## config.mk

```make
export PLATFORM = sky130hd
export DESIGN_NAME = vga_timing_gen
export DESIGN_NICKNAME = d
export VERILOG_FILES = /design/src/rtl/vga_timing_gen.sv
export SDC_FILE = /design/constraint.sdc
export NUM_CORES = 1
export LEC_CHECK = 0
export CAP_MARGIN = 15
export CORE_MARGIN = 2
export CORE_UTILIZATION = 49
export CTS_BUF_LIST = sky130_fd_sc_hd__clkbuf_8
export DETAILED_ROUTE_END_ITERATION = 16
export PLACE_DENSITY = 0.86
export SYNTH_ARGS = -nofsm -noshare
export SYNTH_HDL_FRONTEND = slang
export SYNTH_SLANG_ARGS = --single-unit
```

## constraint.sdc

```tcl
create_clock -name clk_clk -period 3.2 [get_ports clk_clk]
set_clock_uncertainty 0.2 [all_clocks]
set_input_delay 0.64 -clock clk_clk [delete_from_list [all_inputs] [get_ports clk_clk]]
set_output_delay 0.64 -clock clk_clk [all_outputs]
set_load 0.05 [all_outputs]
```

## src/rtl/vga_timing_gen.sv

```systemverilog
// 640x480@60 VGA raster timing: exposes the raster coordinate to the pixel pipeline and
// realigns sync/blank with the returned colour before registering everything onto the pins.
module vga_timing_gen #(
   parameter int unsigned H_ACTIVE    = 640,
   parameter int unsigned H_FP        = 16,
   parameter int unsigned H_SYNC      = 96,
   parameter int unsigned H_BP        = 48,
   parameter int unsigned V_ACTIVE    = 480,
   parameter int unsigned V_FP        = 10,
   parameter int unsigned V_SYNC      = 2,
   parameter int unsigned V_BP        = 33,
   parameter int unsigned PIX_LATENCY = 2
) (
   input  logic       clk_clk,
   input  logic       reset_reset_n,
   output logic [9:0] vga_drawx,
   output logic [9:0] vga_drawy,
   input  logic [7:0] vga_r_in,
   input  logic [7:0] vga_g_in,
   input  logic [7:0] vga_b_in,
   output logic       frame_start,
   output logic       line_start,
   output logic [7:0] VGA_R,
   output logic [7:0] VGA_G,
   output logic [7:0] VGA_B,
   output logic       VGA_HS,
   output logic       VGA_VS,
   output logic       VGA_BLANK_N,
   output logic       VGA_SYNC_N,
   output logic       VGA_CLK
);

   localparam int unsigned H_TOTAL = H_ACTIVE + H_FP + H_SYNC + H_BP;
   localparam int unsigned V_TOTAL = V_ACTIVE + V_FP + V_SYNC + V_BP;

   localparam logic [9:0] HLast      = 10'(H_TOTAL - 1);
   localparam logic [9:0] VLast      = 10'(V_TOTAL - 1);
   localparam logic [9:0] HActive    = 10'(H_ACTIVE);
   localparam logic [9:0] VActive    = 10'(V_ACTIVE);
   localparam logic [9:0] HSyncFirst = 10'(H_ACTIVE + H_FP);
   localparam logic [9:0] HSyncLast  = 10'(H_ACTIVE + H_FP + H_SYNC - 1);
   localparam logic [9:0] VSyncFirst = 10'(V_ACTIVE + V_FP);
   localparam logic [9:0] VSyncLast  = 10'(V_ACTIVE + V_FP + V_SYNC - 1);

   logic [9:0] hc_q, hc_d;
   logic [9:0] vc_q, vc_d;

   always_comb begin
      hc_d = hc_q + 10'd1;
      vc_d = vc_q;
      if (hc_q == HLast) begin
         hc_d = '0;
         vc_d = (vc_q == VLast) ? '0 : vc_q + 10'd1;
      end
   end

   always_ff @(posedge clk_clk or negedge reset_reset_n) begin
      if (!reset_reset_n) begin
         hc_q <= '0;
         vc_q <= '0;
      end else begin
         hc_q <= hc_d;
         vc_q <= vc_d;
      end
   end

   assign vga_drawx   = hc_q;
   assign vga_drawy   = vc_q;
   assign line_start  = (hc_q == '0);
   assign frame_start = (hc_q == '0) && (vc_q == '0);

   // {active, hs_n, vs_n} for the coordinate currently on drawx/drawy
   logic [2:0] pix_now;
   logic [2:0] pix_dly;

   always_comb begin
      pix_now[2] = (hc_q < HActive) && (vc_q < VActive);
      pix_now[1] = !((hc_q >= HSyncFirst) && (hc_q <= HSyncLast));
      pix_now[0] = !((vc_q >= VSyncFirst) && (vc_q <= VSyncLast));
   end

   generate
      if (PIX_LATENCY == 0) begin : g_no_dly
         assign pix_dly = pix_now;
      end else begin : g_dly
         logic [2:0] dly_q [PIX_LATENCY];

         always_ff @(posedge clk_clk or negedge reset_reset_n) begin
            if (!reset_reset_n) begin
               for (int i = 0; i < PIX_LATENCY; i++) dly_q[i] <= 3'b011;
            end else begin
               dly_q[0] <= pix_now;
               for (int i = 1; i < PIX_LATENCY; i++) dly_q[i] <= dly_q[i-1];
            end
         end

         assign pix_dly = dly_q[PIX_LATENCY-1];
      end
   endgenerate

   always_ff @(posedge clk_clk or negedge reset_reset_n) begin
      if (!reset_reset_n) begin
         VGA_R       <= '0;
         VGA_G       <= '0;
         VGA_B       <= '0;
         VGA_HS      <= 1'b1;
         VGA_VS      <= 1'b1;
         VGA_BLANK_N <= 1'b0;
      end else begin
         // Colour is forced black outside the visible area so the system need not range-check
         VGA_R       <= pix_dly[2] ? vga_r_in : 8'h00;
         VGA_G       <= pix_dly[2] ? vga_g_in : 8'h00;
         VGA_B       <= pix_dly[2] ? vga_b_in : 8'h00;
         VGA_HS      <= pix_dly[1];
         VGA_VS      <= pix_dly[0];
         VGA_BLANK_N <= pix_dly[2];
      end
   end

   assign VGA_SYNC_N = 1'b0;
   // DAC latches on the rising edge of this, i.e. mid-cycle of the pixel clock
   assign VGA_CLK    = ~clk_clk;

endmodule

```

==> summary.txt, run 1 <==
Layout
  – Nets: 285
  – Area Growth Syn to Fin: 40.6%
  – Fin util: 0.701
  – Non-filler cells, final: about 310
  – Layout cells sized above 1: 0.0859
  – Final instance area: 0.00301 sq mm
  – Fill cells: 313
  – Diode count: 0

Floorplan
  – Die height: 70.1 um
  – Cell row count: 24
  – Number of I/O pins: between 70 and 80
  – Initial Utilization: 0.499
  – Core Box Area: ~0.0043 sq mm
  – Die width: 70.1 um
  – Die ar.: roughly 0.005 sq mm

Routing
  – Metal3 WL: 347 um
  – Max Used Layer: met4
  – DR DRC count: 0
  – Met1 WL: 2110 um
  – Starting DRT DRC Count: between 100 and 150
  – WL/cell: 15.1 um
  – Via density: 5.21
  – Post-route ant nets: 0
  – Vias post-DR: between 1500 and 2000
  – DRT Wirelength: 4650 um
  – First-pass iteration count of the detailed router: 4
  – Metal2 WL: 2100 um

Synthesis
  – Dominant cells by area after synthesis: dfrtp_1, and2_1, dfstp_2
  – Cell variety after synth: 33
  – Synthesized flop and latch total: 53
  – Sequential fraction of the synthesis area: 0.623
  – Async SR Flop Fraction: 1.00
  – Post-Syn Area: 0.00214 sq mm
  – Most common library cells after synthesis: dfrtp_1, and2_1, nand3_1
  – Synth Warn #: 0
  – Synth Area per Inst: roughly 12 sq um
  – Most common cell in the netlist: dfrtp_1
  – Mapped Cells: around 180
  – Post-synth top flop: dfrtp_1
  – Syn_nets: 209
  – Synth top area share: 0.549
  – Cell taking the most area after synthesis: dfrtp_1
  – Post-synth EDFFs: 0

STA
  – Final hold vios: 0
  – Worst Slack Setup Final: roughly 0.042 ns
  – Final slew viol count: 0
  – RSZ-0062 raised after global routing: no
  – Worst-Margin Slew: ~0.54 ns
  – Final setup fails: 0
  – Slew HR: 0.636

Flow run
  – Maxcap violations: 0

Pwr
  – Max VDD drop: 0.248 mV
  – Pwr dens: 448 mW/mm^2
  – Leakage: between 1 and 1.5 nW

Setup path
  – Crit. End Element: output pin
  – WS Path Type: clk2out
  – CP max FO: 16
  – Worst path arrival time: about 2.3 ns
  – CP startpoint kind: clock port
  – CP Data Required Time: 2.36 ns

CTS
  – Root buffer cell: clkbuf_8
  – Clk_lat worst skew: 0.30 ns
  – CTS buffer count: 5
  – Post-CTS setup buffers: 0
  – H-tree depth: 2
  – TritonCTS clock tree: yes
  – Worst-path clk slew: 0.09 ns
  – CTS Buffer Depth: 2

Place
  – DP Cell Count: 299
  – Port Buf Inserts: 75
  – Routability cong.: 0.859
  – Cell Area, Placed: around 0.0029 sq mm
  – Hpwl dp: between 3000 and 4000 um
  – Setup WS pre-CTS: -0.0483 ns

GRT
  – Number of global-route vias before repair: approximately 1600
  – Overall routing resource usage: 0.195
  – Initial antenna violation count: 0
  – Global route overflow: 0
  – Global-route wire length before repair: 7470 um
  – Pin count of the biggest net entering global routing: 44

Min path
  – Type of the worst min-delay path: reg2reg

Status
  – Status: completed
critical path, stage by stage:
cell	delay [ns]
clkbuf_8	0.13
clkbuf_8	0.17
inv_1	0.06
clkdlybuf4s15_2	0.36
per-stage QoR:
stage	setup TNS (ns)	hold slack (ns)	total power [mW]
finish	0	0.151	1.35
global route	0	0.158	1.40
CTS	0	0.157	1.37
detailed placement	-0.0483	0.137	0.924
global placement	-0.0483	0.131	0.921
floorplan	0	0.131	0.825
report_power, final:
group,internal (mW),switching (mW),total [mW],leakage [nW]
clock,0.250,0.267,0.516,0.0680
sequential,0.685,0.00426,0.689,0.634
combinational,0.0603,0.0845,0.145,0.538
total,0.995,0.355,1.35,1.24
flip-flops by register name, summed over array words and instances (netlist names):
name / cells
VGA_B: 8
VGA_BLANK_N: 1
VGA_G: 8
VGA_HS: 1
VGA_R: 8
VGA_VS: 1
g_dly.dly_q: 3
pix_dly: 3
vga_drawx: 10
vga_drawy: 10
final timing paths:
check | startpoint | end | slack [ns] | cells after the start
worst max-delay path | clk_clk | VGA_CLK | 0.04 | 4
worst min-delay path | g_dly.dly_q[5]$_DFF_PN0_ | pix_dly[2]$_DFF_PN0_ | 0.15 | 0
worst max register to register | vga_drawx[0]$_DFF_PN0_ | vga_drawy[3]$_DFFE_PN0N_ | 1.15 | 5
worst min register to register | g_dly.dly_q[5]$_DFF_PN0_ | pix_dly[2]$_DFF_PN0_ | 0.15 | 0
max in group asynchronous | reset_reset_n | VGA_HS$_DFF_PN1_ | 1.47 | 3
min in group asynchronous | reset_reset_n | vga_drawy[8]$_DFFE_PN0N_ | 0.53 | 2
layout by cell type, fill, tap and decap left out, types with 6 or more instances in the layout:
| cell type | count |
|---|---|
| nand3_1 | 11 |
| dfrtp_1 | 47 |
| inv_1 | 8 |
| clkdlybuf4s50_1 | 72 |
| dfstp_2 | 6 |
| nor2_1 | 7 |
| xnor2_1 | 8 |
| nand4_1 | 8 |
| and2_1 | 27 |
layer usage:
layer	track usage	up-vias
met1	0.259	753
met5	0	-
met4	0.0876	0
li1	-	752
met2	0.311	92
met3	0.0418	9
what timing repair did:
| item | 4_1_cts | 5_1_grt |
|---|---|---|
| endpoints found under the setup margin | 1 | 0 |
| hold buffers | 1 | 0 |
| hold endpoints to repair | 10 | 0 |
| resized for setup | 3 | 0 |
layout make-up:
class                      count  area [sq um]  share of cell area
inverter                       7          26.3             0.00872
clock buffer                   6          80.1              0.0266
multi-input combinational    110           712               0.236
tap                           52          65.1              0.0216
clock inverter                 4          43.8              0.0145
sequential                    53          1330               0.443
timing repair buffer          76           751               0.249
cell families (layout without fill, tap and decap cells):
| group | count (synthesis) | count (layout) | share of synthesized area |
|---|---|---|---|
| xor gates and xnor gates | 10 | 10 | 0.0409 |
| adders and majority gates | 4 | 4 | 0.0234 |
| other | 1 | 1 | 0.00175 |
| muxes | 2 | 2 | 0.00935 |
| buffers and inverters | 16 | 93 | 0.0450 |
| AOI/OAI and AO/OA | 13 | 13 | 0.0345 |
| and+or+nand+nor | 80 | 80 | 0.223 |
| DFF | 53 | 53 | 0.623 |
No activity file was read; power rests on OpenSTA's default activity.
==> inputs of run 2 (changes only) <==
- CORE_MARGIN: 2 -> 3
- CORE_UTILIZATION: 49 -> 48
- CTS_BUF_LIST: sky130_fd_sc_hd__clkbuf_8 -> sky130_fd_sc_hd__clkbuf_16
- PLACE_DENSITY: 0.86 -> 0.84
==> summary.txt, run 2 (synthesis gave the netlist of run 1 again) <==
Status
  – Status: completed

Setup path
  – CP max FO: 16
  – CP peak stage delay: approximately 0.36 ns
  – Cells along the critical path: clkbuf_16, clkbuf_16, inv_1, clkdlybuf4s15_2
  – CP Data Required Time: 2.36 ns
  – CP startpoint kind: clock port
  – Worst R2R Path Depth: 5
  – WS Path Type: clk2out
  – Buffers plus inverters on the worst setup path: 4
  – Slowest CP cell: clkdlybuf4s15_2
  – Crit. End Element: output pin
  – CP dominant cell by count: clkbuf_16
  – CP top delay family: buffers and inverters
  – Worst path arrival time: 2.31 ns
  – Critical path depth: 4

Pwr
  – Leakage: 1.27 nW
  – Pwr dens: 470 mW/mm^2
  – Max VDD drop: ~0.27 mV

CTS
  – CTS Buffer Depth: 2
  – CTS Hold Buffers Added: 0
  – H-tree depth: 2
  – Root buffer cell: clkbuf_16
  – Clk_lat worst skew: 0.29 ns
  – Post-CTS setup buffers: 0
  – CTS buffer count: 5
  – Worst-path clk slew: approximately 0.07 ns
  – TritonCTS clock tree: yes

Floorplan
  – Cell row count: 23
  – Core Box Area: 0.00414 sq mm
  – Die width: 72.8 um
  – Initial Utilization: 0.517
  – Die height: about 73 um
  – Die ar.: 0.00530 sq mm
  – Number of I/O pins: 77

Routing
  – Starting DRT DRC Count: between 40 and 50
  – Vias post-DR: around 1600
  – DR DRC count: 0
  – WL/cell: 15.0 um
  – Post-route ant nets: 0
  – DRT Wirelength: roughly 4600 um
  – Via density: ~5.1
  – First-pass iteration count of the detailed router: 4

Layout
  – Layout cells sized above 1: 0.0859
  – Fill cells: between 300 and 400
  – Nets: 285
  – Most frequent cells in the layout: clkdlybuf4s50_1, dfrtp_1, and2_1, nand3_1
  – Area Growth Syn to Fin: 42.1%
  – Diode count: 0
  – Most common cell after layout, fill and taps aside: clkdlybuf4s50_1
  – Final instance area: around 0.003 sq mm
  – Fin util: 0.734

Place
  – Hpwl dp: 3320 um
  – Port Buf Inserts: 75
  – Routability cong.: 0.829
  – Cell Area, Placed: between 0.002 and 0.003 sq mm

STA
  – Worst-Margin Slew: 0.534 ns
  – RSZ-0062 raised after global routing: no
  – Slew HR: 0.643
  – Final slew viol count: 0
  – Final hold vios: 0
  – Final setup fails: 0

Min path
  – Type of the worst min-delay path: in2async

GRT
  – Initial antenna violation count: 0
  – Overall routing resource usage: 0.187
  – Global route overflow: 0
  – Global-route wire length before repair: 7490 um
  – Pin count of the biggest net entering global routing: 28
  – Number of global-route vias before repair: 1562

Flow run
  – Maxcap violations: 0
-- run 2: metrics by stage --
| stage | setup WS [ns] | hold slack [ns] | TNS (ns) | std cells | power, mW |
|---|---|---|---|---|---|
| 2_1_floorplan | 0.257 | 0.131 | 0 | 179 | 0.825 |
| 3_3_place_gp | -0.0483 | 0.132 | -0.0483 | 298 | 0.922 |
| 3_5_place_dp | -0.0483 | 0.136 | -0.0483 | 298 | 0.925 |
| 4_1_cts | 0.0369 | 0.150 | 0 | 306 | 1.45 |
| 5_1_grt | 0.0278 | 0.164 | 0 | 306 | 1.48 |
| 6_report | 0.0494 | 0.142 | 0 | 306 | 1.43 |
-- run 2: area by class of cell --
cell class                      count  area [sq um]  share of cell area
Multi-Input combinational cell    110           712               0.234
Clock buffer                        6           136              0.0448
Clock inverter                      4          18.8             0.00617
Tap cell                           50          62.6              0.0206
Sequential cell                    53          1330               0.438
Inverter                            7          26.3             0.00863
Timing Repair Buffer               76           753               0.248
-- run 2: routing by layer --
layer / global-route usage / share of wire / up-vias
met4: 0.0758 / 0.015 / 0
li1: - / - / 753
met1: 0.251 / 0.46 / 751
met2: 0.287 / 0.44 / 65
met3: 0.0510 / 0.087 / 5
met5: 0 / 0 / -
-- run 2: repair_timing --
action / CTS / global route
gates resized for setup: 3 / 1
endpoints found under the setup margin: 1 / 1
pin swaps: 0 / 0
-- run 2: where the power goes --
| group | leakage [nW] | switching (mW) | internal, mW |
|---|---|---|---|
| registers | 0.634 | 0.00404 | 0.685 |
| logic | 0.555 | 0.0849 | 0.0604 |
| clock network | 0.0843 | 0.288 | 0.306 |
| total | 1.27 | 0.377 | 1.05 |
-- run 2: worst paths after layout --
| path | endpoint | slack [ns] | start |
|---|---|---|---|
| min in group clk_clk | pix_dly[2]$_DFF_PN0_ | 0.16 | g_dly.dly_q[5]$_DFF_PN0_ |
| max in group asynchronous | VGA_VS$_DFF_PN1_ | 2.34 | reset_reset_n |
| setup / recovery | VGA_CLK | 0.05 | clk_clk |
| setup reg to reg | vga_drawy[3]$_DFFE_PN0N_ | 1.23 | vga_drawx[0]$_DFF_PN0_ |
| hold reg to reg | pix_dly[2]$_DFF_PN0_ | 0.16 | g_dly.dly_q[5]$_DFF_PN0_ |
| hold / removal | VGA_R[0]$_DFF_PN0_ | 0.14 | reset_reset_n |
==> inputs of run 3 (changes only) <==
- RECOVER_POWER: default -> 25
==> summary.txt, run 3 (synthesis gave the netlist of run 1 again) <==
Status
  – Status: completed

Layout
  – Area Growth Syn to Fin: 41.7%
  – Fin util: 0.732
  – Storage element area: 0.00133 sq mm
  – Diode count: 0
  – Nets: 285
  – Fill cells: 314
  – Most frequent cells in the layout: clkdlybuf4s50_1, dfrtp_1, and2_1, nand3_1
  – Most common cell after layout, fill and taps aside: clkdlybuf4s50_1
  – Area of the multi-input gates: 712 sq um
  – Layout cells sized above 1: 0.0781

STA
  – RSZ-0062 raised after global routing: no
  – Worst Slack Setup Final: 0.0494 ns
  – Slew HR: 0.0463
  – Final setup fails: 0
  – Min Hold Slack: 0.156 ns
  – Final slew viol count: 0
  – Final hold vios: 0
  – Worst-Margin Slew: 1.43 ns

Floorplan
  – Cell row count: 23
  – Initial Utilization: 0.517
  – Die width: ~73 um
  – Core Box Area: 0.00414 sq mm
  – Die height: 72.8 um
  – Number of I/O pins: between 70 and 80
  – Die ar.: 0.00530 sq mm

Setup path
  – CP Data Required Time: 2.36 ns
  – WS Path Type: clk2out
  – CP max FO: 16
  – Slowest CP cell: clkdlybuf4s15_2
  – CP dominant cell by count: clkbuf_16
  – Crit. End Element: output pin
  – CP top delay family: buffers and inverters
  – Worst path arrival time: roughly 2.3 ns
  – Cells along the critical path: clkbuf_16, clkbuf_16, inv_1, clkdlybuf4s15_2
  – Start point of the critical path: clk_clk
  – Reg2reg start: vga_drawx[0]$_DFF_PN0_
  – CP startpoint kind: clock port
  – CP peak stage delay: 0.36 ns
  – Buffers plus inverters on the worst setup path: 4

Pwr
  – Leakage: about 1.3 nW
  – Switch share: 0.264
  – Max VDD drop: 0.271 mV
  – Pwr dens: 470 mW/mm^2
  – Combinational share of power: 0.101
  – Tot Pwr: between 1 and 1.5 mW
  – Reg power frac: 0.483
  – Clock power share: 0.416
  – Switching Power: ~380 uW
  – Int Pwr: 1.05 mW

CTS
  – TritonCTS clock tree: yes
  – Clk_lat worst skew: 0.29 ns
  – CTS buffer count: 5
  – H-tree depth: 2
  – Post-CTS Resized: 3
  – Post-CTS setup buffers: 0
  – Root buffer cell: clkbuf_16
  – CTS Hold Buffers Added: 0
  – CTS Buffer Depth: 2
  – Worst-path clk slew: ~0.070 ns

GRT
  – Initial antenna violation count: 0
  – Met1 Track Usage GR: 0.251
  – M3 GR Usage: 0.0510
  – Global-route wire length before repair: 7490 um
  – Overall routing resource usage: 0.187
  – M2 GR Usage: 0.287
  – Global route overflow: 0
  – GRT Max-Usage Layer: met2
  – Pin count of the biggest net entering global routing: 28
  – Number of global-route vias before repair: roughly 1600

Routing
  – Post-route ant nets: 0
  – WL/cell: 15.0 um
  – DRT Wirelength: 4590 um
  – DR DRC count: 0
  – Vias post-DR: 1573
  – First-pass iteration count of the detailed router: 4
  – Via density: 5.14
  – Starting DRT DRC Count: 46

Place
  – Setup WS pre-CTS: -0.0483 ns
  – Port Buf Inserts: 75
  – Hpwl dp: 3320 um
  – Routability cong.: just over 0.8

Min path
  – Hold_sp: g_dly.dly_q[5]$_DFF_PN0_
  – Type of the worst min-delay path: reg2reg

Flow run
  – Maxcap violations: 0
[run 3: cell types whose count changed in the layout (fill, tap and decap cells not counted)]
cell,previous run,this run
buf_4,2,0
clkbuf_1,0,2
[run 3: per-layer routing]
metal | share of wire | vias up
li1 | - | 752
met1 | 0.46 | 751
met2 | 0.44 | 65
met3 | 0.085 | 5
met4 | 0.015 | 0
met5 | 0 | -
[run 3: final cells by class]
cell class,instances,area share
Clock buffer,6,0.0449
Clock inverter,4,0.00618
Inverter,7,0.00866
Multi-Input combinational cell,110,0.235
Sequential cell,53,0.439
Tap cell,50,0.0206
Timing Repair Buffer,76,0.246
[run 3: path summary, 6_finish.rpt]
| kind | end | slack (ns) | cells after the start |
|---|---|---|---|
| setup / recovery | VGA_CLK | 0.05 | 4 |
| hold / removal | pix_dly[2]$_DFF_PN0_ | 0.16 | 0 |
| setup reg to reg | vga_drawy[3]$_DFFE_PN0N_ | 1.23 | 5 |
| hold reg to reg | pix_dly[2]$_DFF_PN0_ | 0.16 | 0 |
| max in group asynchronous | vga_drawx[3]$_DFF_PN0_ | 1.38 | 2 |
| min in group asynchronous | VGA_R[0]$_DFF_PN0_ | 0.52 | 2 |
[run 3: through the flow]
step	area [sq um]	instances	setup TNS, ns
floorplan	2140	179	0
global placement	2900	298	-0.0483
detailed placement	2900	298	-0.0483
CTS	3040	306	0
global route	3040	306	0
finish	3040	306	0
[run 3: power groups by stage]
stage / sequential, mW / combinational (mW) / clock [mW]
global route: 0.690 / 0.152 / 0.638
finish: 0.689 / 0.144 / 0.594
detailed placement: 0.702 / 0.147 / 0.0764
CTS: 0.690 / 0.148 / 0.611
floorplan: 0.758 / 0.0137 / 0.0528
global placement: 0.702 / 0.144 / 0.0764
